## config.mk

```make
export PLATFORM = sky130hd
export DESIGN_NAME = mema_loader
export DESIGN_NICKNAME = d
export VERILOG_FILES = /design/src/rtl/tpu_pkg.sv /design/src/rtl/mema_loader_up_counter.sv /design/src/rtl/mema_loader.sv
export SDC_FILE = /design/constraint.sdc
export NUM_CORES = 1
export LEC_CHECK = 0
export CAP_MARGIN = 10
export CORE_MARGIN = 2
export CORE_UTILIZATION = 39
export CTS_BUF_LIST = sky130_fd_sc_hd__clkbuf_4 sky130_fd_sc_hd__clkbuf_8
export CTS_CLUSTER_DIAMETER = 150
export DETAILED_ROUTE_END_ITERATION = 10
export GPL_TIMING_DRIVEN = 0
export PLACE_DENSITY = 0.8
export REMOVE_ABC_BUFFERS = 1
export SLEW_MARGIN = 20
export SYNTH_ARGS = -nofsm -noshare
export SYNTH_HDL_FRONTEND = slang
export SYNTH_HIERARCHICAL = 1
export SYNTH_SLANG_ARGS = --single-unit
```

## constraint.sdc

```tcl
create_clock -name clk -period 1.9 [get_ports clk]
set_input_delay 0.475 -clock clk [delete_from_list [all_inputs] [get_ports clk]]
set_output_delay 0.475 -clock clk [all_outputs]
set_load 0.1 [all_outputs]
```

## src/rtl/tpu_pkg.sv

```systemverilog
// tpu_pkg: shared sequencer types and defaults for the
// systolic-array A/B operand loaders and top-level control.
package tpu_pkg;

  typedef enum logic [1:0] {
    IDLE = 2'd0,
    LOAD = 2'd1,
    RUN  = 2'd2,
    DONE = 2'd3
  } ld_state_e;

  localparam int DEF_BITS_AB = 8;
  localparam int DEF_DIM     = 8;

  // a DIM x DIM skewed wavefront needs 3*DIM-2 shifts
  function automatic int run_cycles(input int dim);
    return 3 * dim - 2;
  endfunction

endpackage

```

## src/rtl/mema_loader_up_counter.sv

```systemverilog
// up_counter: clearable up counter that holds at its
// terminal value; ports clk, rst_n, clr, inc, q, tc.
module up_counter #(
  parameter int W  = 3,
  parameter int TC = 7
) (
  input  logic         clk,
  input  logic         rst_n,
  input  logic         clr,
  input  logic         inc,
  output logic [W-1:0] q,
  output logic         tc
);

  localparam logic [W-1:0] TCV = W'(TC);

  assign tc = (q == TCV);

  always_ff @(posedge clk or negedge rst_n) begin
    if (!rst_n) begin
      q <= '0;
    end else if (clr) begin
      q <= '0;
    end else if (inc && !tc) begin
      q <= q + W'(1);
    end
  end

endmodule

```

## src/rtl/mema_loader.sv

```systemverilog
// mema_loader: A-operand skew buffer write sequencer.
// Ports: clk, rst_n, start, stall, in_valid/in_ready/in_row
// (row stream), WrEn/Arow/Ain (buffer row write), en
// (buffer shift), busy, done (run-complete pulse).
module mema_loader
  import tpu_pkg::*;
#(
  parameter int BITS_AB    = DEF_BITS_AB,
  parameter int DIM        = DEF_DIM,
  parameter int RUN_CYCLES = run_cycles(DIM)
) (
  input  logic                          clk,
  input  logic                          rst_n,
  input  logic                          start,
  input  logic                          stall,
  input  logic                          in_valid,
  output logic                          in_ready,
  input  logic signed [DIM*BITS_AB-1:0] in_row,
  output logic                          WrEn,
  output logic [$clog2(DIM)-1:0]        Arow,
  output logic signed [DIM*BITS_AB-1:0] Ain,
  output logic                          en,
  output logic                          busy,
  output logic                          done
);

  localparam int RW = $clog2(DIM);
  localparam int CW = $clog2(RUN_CYCLES + 1);

  ld_state_e state;
  ld_state_e state_nx;

  logic          hs;
  logic          en_i;
  logic          load_clr;
  logic          run_clr;
  logic          row_tc;
  logic          run_tc;
  logic [RW-1:0] row_q;
  logic [CW-1:0] run_q;
  logic          run_q_unused;

  assign in_ready = (state == LOAD);
  assign hs       = in_valid & in_ready;
  assign busy     = (state != IDLE);
  assign done     = (state == DONE);
  assign load_clr = (state == IDLE) & start;
  assign run_clr  = hs & row_tc;

  // The first RUN cycle still carries the final row write,
  // so shifting waits one cycle to keep WrEn and en apart.
  assign en_i = (state == RUN) & ~stall & ~WrEn;
  assign en   = en_i;

  assign run_q_unused = ^run_q;

  up_counter #(
    .W  (RW),
    .TC (DIM - 1)
  ) u_row_cnt (
    .clk   (clk),
    .rst_n (rst_n),
    .clr   (load_clr),
    .inc   (hs),
    .q     (row_q),
    .tc    (row_tc)
  );

  up_counter #(
    .W  (CW),
    .TC (RUN_CYCLES - 1)
  ) u_run_cnt (
    .clk   (clk),
    .rst_n (rst_n),
    .clr   (run_clr),
    .inc   (en_i),
    .q     (run_q),
    .tc    (run_tc)
  );

  always_comb begin
    state_nx = state;
    unique case (1'b1)
      state == IDLE: if (start) state_nx = LOAD;
      state == LOAD: if (run_clr) state_nx = RUN;
      state == RUN:  if (en_i && run_tc) state_nx = DONE;
      state == DONE: state_nx = IDLE;
      default: state_nx = IDLE;
    endcase
  end

  always_ff @(posedge clk or negedge rst_n) begin
    if (!rst_n) begin
      state <= IDLE;
      WrEn  <= 1'b0;
      Arow  <= '0;
      Ain   <= '0;
    end else begin
      state <= state_nx;
      WrEn  <= hs;
      if (hs) begin
        Arow <= row_q;
        Ain  <= in_row;
      end
    end
  end

endmodule

```

==> metrics.md <==
| Metric | Value |
|---|---|
| Fin area | `0.00513 sq mm` |
| Most common cell after layout, fill and taps aside | `dfrtp_1` |
| Routed WL | `6900 microns` |
| F_max | `between 400 and 500 MHz` |
| Cts hold-fix bufs | `0` |
| Most frequent cells in the layout | `77 x dfrtp_1, 68 x clkdlybuf4s15_2, 67 x clkdlybuf4s50_1` |
| CP required | `2.12 ns` |
| Die area | `around 0.0088 sq mm` |
| # fillers | `roughly 550` |
| Mapped Cells | `208` |
| Row cnt | `32` |
| CTS tree | `built` |
| Initial antenna violation count | `0` |
| Vias | `approximately 2.2k` |
| Worst R2R Path Depth | `7` |
| Distinct cell type count after synthesis | `33` |
| Grt ovf | `0` |
| Area Growth Syn to Fin | `62.9%` |
| Worst Slack Setup Final | `-0.143 ns` |
| WL/cell | `14.8 microns` |
| H-Tree Depth | `3` |
| Yosys warnings | `6` |
| Clock sink count | `78` |
| Final TNS setup | `-0.295 ns` |
| Worst slack at placement | `-1.38 ns` |
| Number of synthesized flops with an enable pin | `0` |
| DR vias/cell | `4.73` |
| Core box area | `0.00777 sq mm` |
| Final nets | `440` |
| Number of global-route vias before repair | `~2.2k` |
| First-pass GRT wire length | `10,800 microns` |
| Die Y | `93.9 microns` |
| Nature of the critical path startpoint | `flip-flop` |
| Hold crit path type | `input port to asynchronous set/reset pin` |
| Post-Syn Area per Cell | `~15 sq um` |
| 1st-pass router iterations | `4` |
| Initial core utilization | `40.6%` |
| Top_reg_cell synth | `dfrtp_1` |
| Synthesized area | `0.00315 sq mm` |
| Period utilization | `108%` |
| CTS Buf Count | `9` |
| CP Max Fanout | `3` |
| Hold Vio Cnt, Final | `0` |
| Clk slew on worst S/H paths | `0.08 ns` |
| Worst Tran Pin Value | `0.564 ns` |
| Crit Path Class | `flip-flop to flip-flop` |
| Final min period | `2.04 ns` |
| Slew margin rel. | `62.6%` |
| Clock latency on the worst-skew pair | `0.33 ns` |
| HPWL Detailed | `5000 microns` |
| Initial DRC count | `48` |
| Layout cells sized above 1 | `42.9%` |
| Clock Tree Root | `clkbuf_8` |
| Worst setup EP type | `flip-flop` |
| Final max-slew violation count | `0` |
| Min Hold Slack | `0.0900 ns` |
| PortBufs | `140` |
| Final setup violation count | `3` |
| CP arrival | `2.26 ns` |
| Longest Clk Path Bufs | `2` |
| Top-Level Pins | `~140` |
| Drt drc | `0` |
| Die Wd | `93.9 microns` |
| RSZ-0062 raised after global routing | `true` |
| Sequential-to-total area share from yosys stat | `slightly above 60%` |
| Largest net degree at the start of global routing | `46` |
| Cell Area, Placed | `around 0.0047 sq mm` |
| Max Cap Viol | `0` |
| Run status | `finished with violations` |
| Antenna Cells | `0` |
| Number of synthesized register bits | `between 70 and 80` |
| GRT Total Usage | `15.6%` |
| Post-synth ARST share | `between 90% and 100%` |
| Antenna-violating nets left | `0` |
| Gp weighted congestion | `0.754` |
| Max Clock Skew | `~0.011 ns` |
| Failing checks | `negative setup slack` |
==> synth_stat cells, types with 2 or more instances <==
cell	instances	area share [%]
mux2_2	43	15
mux2_1	25	8.9
buf_2	4	0.64
dfrtp_1	78	62
nand2b_1	3	0.60
ha_1	9	3.6
o21ai_1	2	0.32
nand2_1	3	0.36
nand3_1	3	0.48
a21oi_1	2	0.32
buf_1	3	0.36
nor2_1	6	0.71
inv_1	5	0.60
nand4bb_1	2	0.71
nand4_1	2	0.40
==> layout make-up <==
| cell class | instances | area, sq um | share of cell area, % |
|---|---|---|---|
| repair buffers | 150 | 1610 | 31.4 |
| multi-input cells | 116 | 1210 | 23.6 |
| clock buffers | 12 | 159 | 3.10 |
| flip-flops and latches | 78 | 1950 | 38.0 |
| clock inverters | 3 | 43.8 | 0.853 |
| inverters | 7 | 26.3 | 0.512 |
| well taps | 102 | 128 | 2.49 |
==> repair_timing <==
action                                  4_1_cts  5_1_grt
setup buffers                                 4        4
pin swaps                                     1        1
resized for setup                           245        7
endpoints found under the setup margin       81       49
==> path summary, 6_finish.rpt <==
path / start / to / slack, ns
max reg2reg: u_run_cnt/q[1]$_DFFE_PN0P_ / state[1]$_DFFE_PN0P_ / -0.14
max: u_run_cnt/q[1]$_DFFE_PN0P_ / state[1]$_DFFE_PN0P_ / -0.14
min: rst_n / Ain[34]$_DFFE_PN0N_ / 0.09
max in group asynchronous: rst_n / Ain[50]$_DFFE_PN0N_ / 1.24
min reg2reg: Ain[37]$_DFFE_PN0N_ / Ain[37]$_DFFE_PN0N_ / 0.49
min in group clk: Ain[37]$_DFFE_PN0N_ / Ain[37]$_DFFE_PN0N_ / 0.49
==> state kept, by name, summed over array words and instances, names as in the netlist <==
signal and flops:
state 2, Ain 64, WrEn 1, u_run_cnt/q 5, Arow 3, u_row_cnt/q 3
==> critical path, cell delays in order, from the launching register on <==
cell      delay [ns]
dfrtp_1         0.39
inv_2           0.09
ha_4            0.14
nand4b_4        0.13
inv_2           0.09
or3b_4          0.38
a222oi_1        0.36
mux2_1          0.36
==> per-stage QoR <==
step	utilization, %	std cells
final	66.1	468
after global routing	66.1	468
after CTS	65.3	464
after detailed placement	60.5	445
after global placement	59.8	443
after floorplan	-	201
==> metal layers <==
layer	up-vias	share of wire, %	GRT usage (%)
li1	1037	-	-
met1	1078	41	19.0
met2	90	50	26.8
met3	7	8.4	4.25
met4	0	0.77	5.07
met5	-	0	0
==> cells by family (layout without fill, tap and decap cells) <==
kind of cell             after synthesis  in the layout  synth area share, %
flip-flops                            78             78                 62.0
multiplexers                          70             70                 25.1
AND/OR/NAND/NOR                       28             28                 5.68
buffers and inverters                 14            172                 1.83
adder cells (fa/ha/maj)                9              9                 3.57
AO/OA/AOI/OAI                          8              8                 1.59
XOR/XNOR                               1              1                0.278
Power is not shown: default switching activity piles up to over one toggle a cycle in this logic, so the estimate is an artifact.
